## src/rtl/tx_arbiter_pkg.sv

```systemverilog
// Shared types for the TX arbiter: outstanding-read tag layout and TX command header codes.
package tx_arbiter_pkg;

    localparam int unsigned TAG_REPLY_W = 1;
    localparam int unsigned TAG_OWNER_W = 1;
    localparam int unsigned TAG_W       = TAG_REPLY_W + TAG_OWNER_W;

    // owner = 1 marks a scheduler transaction, 0 a prefetch (or jump fetch)
    typedef struct packed {
        logic [TAG_REPLY_W-1:0] reply;
        logic [TAG_OWNER_W-1:0] owner;
    } tag_t;

    typedef enum logic [1:0] {
        TX_HEADER_READ_16  = 2'd0,
        TX_HEADER_WRITE_16 = 2'd1,
        TX_HEADER_WRITE_8  = 2'd2,
        TX_HEADER_IDLE     = 2'd3
    } tx_header_e;

    function automatic tag_t make_tag(input logic reply, input logic owner);
        tag_t t;
        t.reply = reply;
        t.owner = owner;
        return t;
    endfunction

endpackage

```

## src/rtl/tx_arbiter_tag_fifo.sv

```systemverilog
// Outstanding-read tag FIFO; pointers wrap modulo DEPTH so any depth >= 2 works.
module tag_fifo
    import tx_arbiter_pkg::*;
#(
    parameter int unsigned DEPTH = 4
) (
    input  logic                         clk,
    input  logic                         rst_n,
    input  logic                         add,
    input  logic                         remove,
    input  tag_t                         new_entry,
    output tag_t                         last_entry,
    output logic                         empty,
    output logic                         full,
    output logic [$clog2(DEPTH+1)-1:0]   count
);

    localparam int unsigned PTR_W = $clog2(DEPTH);
    localparam int unsigned CNT_W = $clog2(DEPTH+1);

    tag_t               r_mem [DEPTH];
    logic [PTR_W-1:0]   r_wr_ptr;
    logic [PTR_W-1:0]   r_rd_ptr;
    logic [CNT_W-1:0]   r_count;
    logic               w_push;
    logic               w_pop;

    function automatic logic [PTR_W-1:0] ptr_inc(input logic [PTR_W-1:0] p);
        return (p == PTR_W'(DEPTH-1)) ? '0 : p + 1'b1;
    endfunction

    assign empty  = (r_count == '0);
    assign full   = (r_count == CNT_W'(DEPTH));
    assign w_push = add & ~full;
    assign w_pop  = remove & ~empty;

    always_ff @(posedge clk) begin
        if (w_push) begin
            r_mem[r_wr_ptr] <= new_entry;
        end
    end

    always_ff @(posedge clk or negedge rst_n) begin
        if (!rst_n) begin
            r_wr_ptr <= '0;
            r_rd_ptr <= '0;
            r_count  <= '0;
        end else begin
            if (w_push) r_wr_ptr <= ptr_inc(r_wr_ptr);
            if (w_pop)  r_rd_ptr <= ptr_inc(r_rd_ptr);
            case ({w_push, w_pop})
                2'b10:   r_count <= r_count + 1'b1;
                2'b01:   r_count <= r_count - 1'b1;
                default: r_count <= r_count;
            endcase
        end
    end

    assign last_entry = r_mem[r_rd_ptr];
    assign count      = r_count;

endmodule

```

## src/rtl/tx_arbiter.sv

```systemverilog
// TX owner arbiter between scheduler and prefetcher, with outstanding-read tag tracking.
// Build option: TX_ARB_FAIRNESS_EN adds a starvation counter that forces a prefetch grant.
module tx_arbiter
    import tx_arbiter_pkg::*;
#(
    parameter int unsigned MAX_OUTSTANDING = 4,
    parameter int unsigned STARVE_LIMIT    = 4
) (
    input  logic                                   clk,
    input  logic                                   reset,
    input  logic                                   sc_cmd_valid,
    input  logic                                   sc_reserve,
    input  logic                                   sc_block_pf,
    input  logic                                   sc_reply_wanted,
    input  logic                                   sc_read,
    input  logic                                   pf_cmd_valid,
    input  logic                                   pf_read,
    input  logic                                   write_pc,
    input  logic                                   tx_command_started,
    input  logic                                   tx_active,
    input  logic                                   rx_done,
    output logic                                   sc_tx,
    output logic                                   pf_tx,
    output logic                                   tx_command_valid,
    output logic                                   tx_fetch,
    output logic                                   tx_jump,
    output logic                                   prefetch_idle,
    output logic                                   sc_rx,
    output logic                                   pf_rx,
    output logic                                   full,
    output logic                                   empty,
    output logic                                   proto_err,
    output logic [$clog2(MAX_OUTSTANDING+1)-1:0]   outstanding
);

    if (MAX_OUTSTANDING < 2 || STARVE_LIMIT == 0) begin : g_bad_params
        $error("tx_arbiter: MAX_OUTSTANDING must be >= 2 and STARVE_LIMIT >= 1");
    end

    logic   r_curr_sc;
    logic   r_proto_err;
    logic   w_sc_wanted;
    logic   w_grant_sc;
    logic   w_owner_valid;
    logic   w_sel_read;
    logic   w_push;
    logic   w_full;
    logic   w_empty;
    tag_t   w_new_tag;
    tag_t   w_head;

    assign w_sc_wanted = sc_cmd_valid | sc_reserve | sc_block_pf;

`ifdef TX_ARB_FAIRNESS_EN
    localparam int unsigned STARVE_W = $clog2(STARVE_LIMIT+1);

    logic [STARVE_W-1:0] r_starve;
    logic                w_force_pf;

    // A reserved or prefetch-blocked scheduler is never overridden; the counter waits at the limit.
    assign w_force_pf = (r_starve == STARVE_W'(STARVE_LIMIT)) & ~sc_reserve & ~sc_block_pf;
    assign w_grant_sc = w_sc_wanted & ~w_force_pf;

    always_ff @(posedge clk or negedge reset) begin
        if (!reset) begin
            r_starve <= '0;
        end else if (!tx_active) begin
            if (!w_grant_sc || !pf_cmd_valid) begin
                r_starve <= '0;
            end else if (r_starve != STARVE_W'(STARVE_LIMIT)) begin
                r_starve <= r_starve + 1'b1;
            end
        end
    end
`else
    assign w_grant_sc = w_sc_wanted;
`endif

    always_ff @(posedge clk or negedge reset) begin
        if (!reset) begin
            r_curr_sc <= 1'b0;
        end else if (!tx_active) begin
            r_curr_sc <= w_grant_sc;
        end
    end

    assign sc_tx         = tx_active ? r_curr_sc : w_grant_sc;
    assign pf_tx         = ~sc_tx;
    assign prefetch_idle = tx_active ? r_curr_sc : sc_block_pf;
    assign tx_fetch      = pf_tx | write_pc;
    assign tx_jump       = write_pc;

    assign w_owner_valid    = sc_tx ? sc_cmd_valid : pf_cmd_valid;
    assign w_sel_read       = sc_tx ? sc_read : pf_read;
    assign tx_command_valid = w_owner_valid & ~(w_full & w_sel_read);

    // Jump fetches reply into the prefetcher, so they are tagged as prefetch-owned.
    assign w_push    = tx_command_started & w_sel_read;
    assign w_new_tag = make_tag(sc_tx ? sc_reply_wanted : 1'b1, sc_tx & ~write_pc);

    tag_fifo #(
        .DEPTH (MAX_OUTSTANDING)
    ) u_tag_fifo (
        .clk        (clk),
        .rst_n      (reset),
        .add        (w_push),
        .remove     (rx_done),
        .new_entry  (w_new_tag),
        .last_entry (w_head),
        .empty      (w_empty),
        .full       (w_full),
        .count      (outstanding)
    );

    always_ff @(posedge clk or negedge reset) begin
        if (!reset) begin
            r_proto_err <= 1'b0;
        end else if ((rx_done & w_empty) | (w_push & w_full)) begin
            r_proto_err <= 1'b1;
        end
    end

    assign sc_rx     = ~w_empty & w_head.reply & w_head.owner;
    assign pf_rx     = ~w_empty & w_head.reply & ~w_head.owner;
    assign full      = w_full;
    assign empty     = w_empty;
    assign proto_err = r_proto_err;

endmodule

```

## config.mk

```make
export PLATFORM = sky130hd
export DESIGN_NAME = tx_arbiter
export DESIGN_NICKNAME = d
export VERILOG_FILES = /design/src/rtl/tx_arbiter_pkg.sv /design/src/rtl/tx_arbiter_tag_fifo.sv /design/src/rtl/tx_arbiter.sv
export SDC_FILE = /design/constraint.sdc
export NUM_CORES = 1
export LEC_CHECK = 0
export BUFFER_PORTS_ARGS = -buffer_cell sky130_fd_sc_hd__clkbuf_2
export CORE_MARGIN = 1.5
export CORE_UTILIZATION = 57
export CTS_BUF_LIST = sky130_fd_sc_hd__clkbuf_2
export DETAILED_ROUTE_END_ITERATION = 16
export PLACE_DENSITY = 0.92
export SKIP_CTS_REPAIR_TIMING = 1
export SLEW_MARGIN = 15
export SYNTH_ARGS = -nofsm -noshare
export SYNTH_HDL_FRONTEND = slang
export SYNTH_SLANG_ARGS = --single-unit
```

## constraint.sdc

```tcl
create_clock -name clk -period 3.6 [get_ports clk]
set_clock_uncertainty 0.2 [all_clocks]
set_input_delay 0.36 -clock clk [delete_from_list [all_inputs] [get_ports clk]]
set_output_delay 0.36 -clock clk [all_outputs]
set_load 0.01 [all_outputs]
```

# Yosys cells after proc, flatten, opt, wreduce, memory -nomap -nowiden
# Memories as Yosys holds them, arrays and structs flattened.
# Index checks and enable logic that the tools add are counted.
[totals] register_bits=9 mem_bits_rw=8 in_bits=13 wordCells=48 n_memories=1
[mem_list] memory="u_tag_fifo.r_mem" words=4 word_bits=2 rd=1 rd_clocked_by_memory_dff=0 wr=1 line_no="tx_arbiter_tag_fifo.sv:21" text="tag_t r_mem [DEPTH];"
[classes] add_sub_neg=4 eq_ne=5 muxes=10 bitwise=21 reduce_logical=2
[op_table] op="$and 1x1->1" n=11
[op_table] op="$mux 1" n=7
[op_table] op="$eq 2x2->1 const B" n=3
[op_table] op="$not 1->1" n=6
[op_table] op="$pmux 3 s2" n=1
[op_table] op="$add 2x1->2 const B" n=2
[op_table] op="$mux 2" n=2
[op_table] op="$or 1x1->1" n=4
[op_table] op="$add 3x1->3 const B" n=1
[op_table] op="$eq 3x3->1 const B" n=1
[op_table] op="$logic_not 3->1" n=1
[op_table] op="$sub 3x1->3 const B" n=1
[op_table] op="$eq 2x1->1 const B" n=1
[op_table] op="$reduce_bool 2->1" n=1

# Longest topological paths before layout
[depth] word_depth=8 ltp_mapped=9

# By module
# Synthesis repeated with hierarchy kept, for this count alone.
[hier_totals] cells_unflattened=77 area_unflattened_um2=1002.2
[modules_own_cells] mod="tag_fifo" instances=1 cells_per_inst=50 area_per_inst_um2=772.0 seq_area_each_um2=415.4
[modules_own_cells] mod="tx_arbiter" instances=1 cells_per_inst=27 area_per_inst_um2=230.2 seq_area_each_um2=50.0

# Worst setup path before layout
# No wires, ideal clock.
[synth_timing] kind="input -> register" from="input port sc_reserve" to="register u_tag_fifo.r_count[2] (netlist: u_tag_fifo.count[2])" arrival_time_ns=2.341 required_time_ns=3.321 setup_slack_ns=0.980 path_stages=8 n_path_buf=0 cell_sequence="o41ai_4 > mux2i_2 > ha_1 > inv_1 > fa_1 > xor2_1 > nor2_1 > xor2_1"
[synth_between] elab_chain_len=8
[synth_rtl] element="start: declaration" line_no="tx_arbiter.sv:12" text="input logic sc_reserve,"
[synth_rtl] element="$or 1x1->1 * (2 in series)" line_no="tx_arbiter.sv:52" text="assign w_sc_wanted = sc_cmd_valid | sc_reserve | sc_block_pf;"
[synth_rtl] element="$mux 1 *" line_no="tx_arbiter.sv:87" text="assign sc_tx = tx_active ? r_curr_sc : w_grant_sc;"
[synth_rtl] element="$mux 1 *" line_no="tx_arbiter.sv:94" text="assign w_sel_read = sc_tx ? sc_read : pf_read;"
[synth_rtl] element="$and 1x1->1 *" line_no="tx_arbiter.sv:98" text="assign w_push = tx_command_started & w_sel_read;"
[synth_rtl] element="$and 1x1->1 *" line_no="tx_arbiter_tag_fifo.sv:34" text="assign w_push = add & ~full;"
[synth_rtl] element="$eq 2x1->1 / $eq 2x2->1 (equally long branches)" line_no="tx_arbiter_tag_fifo.sv:51" text="case ({w_push, w_pop})"
[synth_rtl] element="$pmux 3 s2 / $reduce_bool 2->1 (equally long branches)"
[synth_rtl] element="end signal: assignment" line_no="tx_arbiter_tag_fifo.sv:52" text="2'b10: r_count <= r_count + 1'b1;"
[synth_rtl] element="end signal: assignment" line_no="tx_arbiter_tag_fifo.sv:53" text="2'b01: r_count <= r_count - 1'b1;"
[synth_rtl] element="end signal: assignment" line_no="tx_arbiter_tag_fifo.sv:54" text="default: r_count <= r_count;"
[synth_rtl] element="end: declaration" line_no="tx_arbiter_tag_fifo.sv:24" text="logic [CNT_W-1:0] r_count;"
# Every way passes the cells marked *; elsewhere a longest branch is shown, timed or not.
# A chain may end at the register's enable or synchronous reset.

# Final worst setup path
[layout_timing] from="register u_tag_fifo.r_count[0] (netlist: u_tag_fifo.count[0])" to="register u_tag_fifo.r_count[2] (netlist: u_tag_fifo.count[2])"
[layout_between] elab_chain_len=5
[layout_rtl] element="$eq 3x3->1 / $logic_not 3->1 (equally long branches)" line_no="tx_arbiter_tag_fifo.sv:33, tx_arbiter_tag_fifo.sv:32"
[layout_rtl] element="$not 1->1, on equally long branches" line_no="tx_arbiter_tag_fifo.sv:34, tx_arbiter_tag_fifo.sv:35"
[layout_rtl] element="$and 1x1->1, on equally long branches" line_no="tx_arbiter_tag_fifo.sv:34, tx_arbiter_tag_fifo.sv:35"
[layout_rtl] element="$eq 2x1->1 / $eq 2x2->1 (equally long branches)" line_no="tx_arbiter_tag_fifo.sv:51"
[layout_rtl] element="$pmux 3 s2 / $reduce_bool 2->1 (equally long branches)"
# Parallel ways exist; a longest one is shown, timed or not.

==> impl_metrics.yaml <==
route:
  antenna_left: 0
  initialDrtViolationCount: 20
  vias: 667
  detail_route.first_pass.iterations: 4
  wire_per_inst_um: 14.02
  drt_wl_total_um: 1739
  drc_errors: 0
  via_per_inst: 5.379
outcome:
  status: "complete, no violations"
power:
  combPwrFrac_pct: 44.0
  total_leakage_power_nw: 0.5412
  p_switching_mw: 0.2898
  seqPwrFrac_pct: 44.7
  clkPwrFrac_pct: 11.3
  ir_worst_vdd_mv: 0.4255
  pwr_density_cell_mw_per_mm2: 656.7
  swShare_pct: 39.50
  p_int_mw: 0.4440
yosys:
  seq_area_frac_synth_pct: 49.27
  syn_inst: 78
  synth_area_leaders: "edfxtp_1 25%, dfrtp_1 24%, ha_1 7.9%, mux2_2 4.8%, and2b_2 3.7%"
  syn_area_um2: 944.7
  synthSimpleGateAreaFrac_pct: 14.30
  synth-edff-count: 8
  synth_cell_types: 27
  synth.avg_cell_area_um2: 12.11
  syn-num-nets: 98
  ys.flop_type: "dfrtp_1"
  synthArstFlopShare_pct: 52.94
  muxShareOfSynthArea_pct: 10.73
  yosys_warnings: 0
  synth_top_area_cell: "edfxtp_1"
  synthAdderAreaFrac_pct: 10.07
  ys_ff_latch: 17
  yosys.area.top_type_share_pct: 25.43
  synth_xor_area_share_pct: 2.781
  synth_top_family_by_area: "simple AND/OR/NAND/NOR gates"
  synth_compound_area_share_pct: 8.477
critical_path:
  r2r_slack_ns: 0.97
  critPathSlowestCell: "dfrtp_1"
  cp_cell_sequence: "nor3b_2, nor2_1, mux2i_2, ha_1, inv_1, fa_1, xor2_1, nor2_1, xor2_1"
  critPathCaptureType: "flop"
  cp_top_family: "adder cells"
  worstPathMaxFanout: 7
  cp-start-kind: "flop"
  cp.arrival_ns: 2.65
  path_buf_inv: 1
  cp.required_ns: 3.62
  cpPeakStageDelay_ns: 0.48
  crit_type: "reg2reg"
global_routing:
  grt_pass1_wl_um: 2711
  antenna_found_initial: 0
  grt_pass1_vias: 600
  grt_max_degree: 10
  gr-total-overflow: 0
  grtUsageTotal_pct: 19.84
timing:
  finalMaxSlewViolations: 0
  fin_setup_tns_ns: 0
  tightestPinTransition_ns: 0.5320
  setup_viol: 0
  max_slew_margin_pct: 64.41
  finalCritPeriodShare_pct: 73.08
  min_period_ns: 2.631
  rsz0062_at_grt: "false"
  max_freq_mhz: 380.1
  hold_viol: 0
clock_network:
  clk_latency_ns: 0.28
  cts.sink_count: 17
  clkTransAtPathRegs_ns: 0.15
  clockBufferDepth: 2
  cts_tree: "done"
  clockRootBuffer: "clkbuf_2"
  cts_buffers: 3
  cts.htree.levels: 1
floorplanning:
  die_w_um: 43.71
  io-pin-count: 27
  die_h_um: 43.71
  coreArea_mm2: 0.001524
  start_util_pct: 61.99
  num_rows: 14
  die_area_mm2: 0.001911
placed_design:
  place_congestion: 0.7159
  dp_hpwl_um: 1449
  place_inst: 119
  numPortBuffers: 26
cells_and_area:
  stdcell_count: 124
  antennaDiodeCount: 0
  areaGrowthSynthToFinish_pct: 18.28
  layout.nets: 129
  final.fill_count: 100
  drive_gt1_share_pct: 40.74
worst_hold_path:
  hold_path.class: "in2reg"
job:
  cap_violations: 0
[synth_stat cells (2+ instances only)]
library cell and instances:
dfrtp_1 9, inv_1 9, edfxtp_1 8, nand2_1 7, ha_1 6, and2b_2 4
mux2_2 4, nor2_1 4, o21ai_0 3, a2111oi_0 2, mux2i_1 2, nand2b_1 2
nor3_1 2, or2_2 2, xor2_1 2
[metal layers]
layer	track usage (%)	vias to the layer above	part of all wire [%]
met2	32.06	25	50
li1	-	328	-
met3	5.417	4	5.3
met1	26.46	310	43
met5	0	-	0
met4	5.455	0	1.3
[through the flow]
| step | setup WS (ns) | hold WS [ns] | total power, mW | util [%] | cell area, um2 |
|---|---|---|---|---|---|
| 3_5_place_dp | 0.7432 | 0.03453 | 0.6551 | 71.35 | 1087 |
| 5_1_grt | 0.7924 | 0.1021 | 0.7995 | 73.32 | 1117 |
| 3_3_place_gp | 0.8295 | 0.02749 | 0.6220 | 71.35 | 1087 |
| 4_1_cts | 0.9577 | -0.2816 | 0.7381 | 72.66 | 1107 |
| 2_1_floorplan | 0.9798 | -0.1356 | 0.5382 | - | 944.7 |
| 6_report | 0.9692 | 0.1178 | 0.7338 | 73.32 | 1117 |
[layout make-up]
cell class	count	area, um2	area share [%]
Sequential cell	17	465.4	41.66
Multi-Input combinational cell	51	437.9	39.19
Timing Repair Buffer	27	140.1	12.54
Inverter	9	33.78	3.024
Clock buffer	4	20.02	1.792
Tap cell	16	20.02	1.792
[path summary, 6_finish.rpt]
kind                                            startpoint                                 end  cells past startpoint
min reg2reg                          proto_err$_DFFE_PN0P_               proto_err$_DFFE_PN0P_                      2
max in group asynchronous                            reset  u_tag_fifo.r_wr_ptr[0]$_DFFE_PN0P_                      2
max reg2reg                u_tag_fifo.count[0]$_DFFE_PN0P_     u_tag_fifo.count[2]$_DFFE_PN0P_                      9
min                                                rx_done               proto_err$_DFFE_PN0P_                      3
min in group asynchronous                            reset  u_tag_fifo.r_rd_ptr[1]$_DFFE_PN0P_                      2
max                        u_tag_fifo.count[0]$_DFFE_PN0P_     u_tag_fifo.count[2]$_DFFE_PN0P_                      9
[worst min-delay path, cell delays in order]
cell and delay [ns]:
clkbuf_2 0.09, a21oi_1 0.06, o21ai_0 0.06
[placed cells by master, fill, tap and decap left out, types with 2 or more instances in the layout]
master / n
nand2_1: 7
nor3_1: 2
clkbuf_2: 30
mux2i_1: 2
or2_2: 2
mux2_2: 4
nor2_1: 4
o21ai_0: 3
xor2_1: 2
edfxtp_1: 8
and2b_2: 4
nand2b_1: 2
ha_1: 6
dfrtp_1: 9
inv_1: 9
a2111oi_0: 2
[cell families after synthesis]
group                    Yosys count
multiplexers                       8
AND/OR/NAND/NOR                   24
adder cells (fa/ha/maj)            7
AO/OA/AOI/OAI                      9
flip-flops                        17
buffers and inverters             10
XOR/XNOR                           3
[power by group through the flow]
stage                     Combinational (mW)  Clock, mW  Sequential (mW)
after floorplan                        0.218          0            0.320
after global placement                 0.301          0            0.321
after detailed placement               0.324          0            0.331
after CTS                              0.327     0.0838            0.327
after global routing                   0.368     0.0962            0.335
final                                  0.323     0.0832            0.328
[state kept, by name (all words and copies together) (netlist names)]
name,cells
proto_err,1
r_curr_sc,1
u_tag_fifo.r_mem,8
u_tag_fifo.r_rd_ptr,2
u_tag_fifo.count,3
u_tag_fifo.r_wr_ptr,2
No activity file was read; power rests on OpenSTA's default activity.
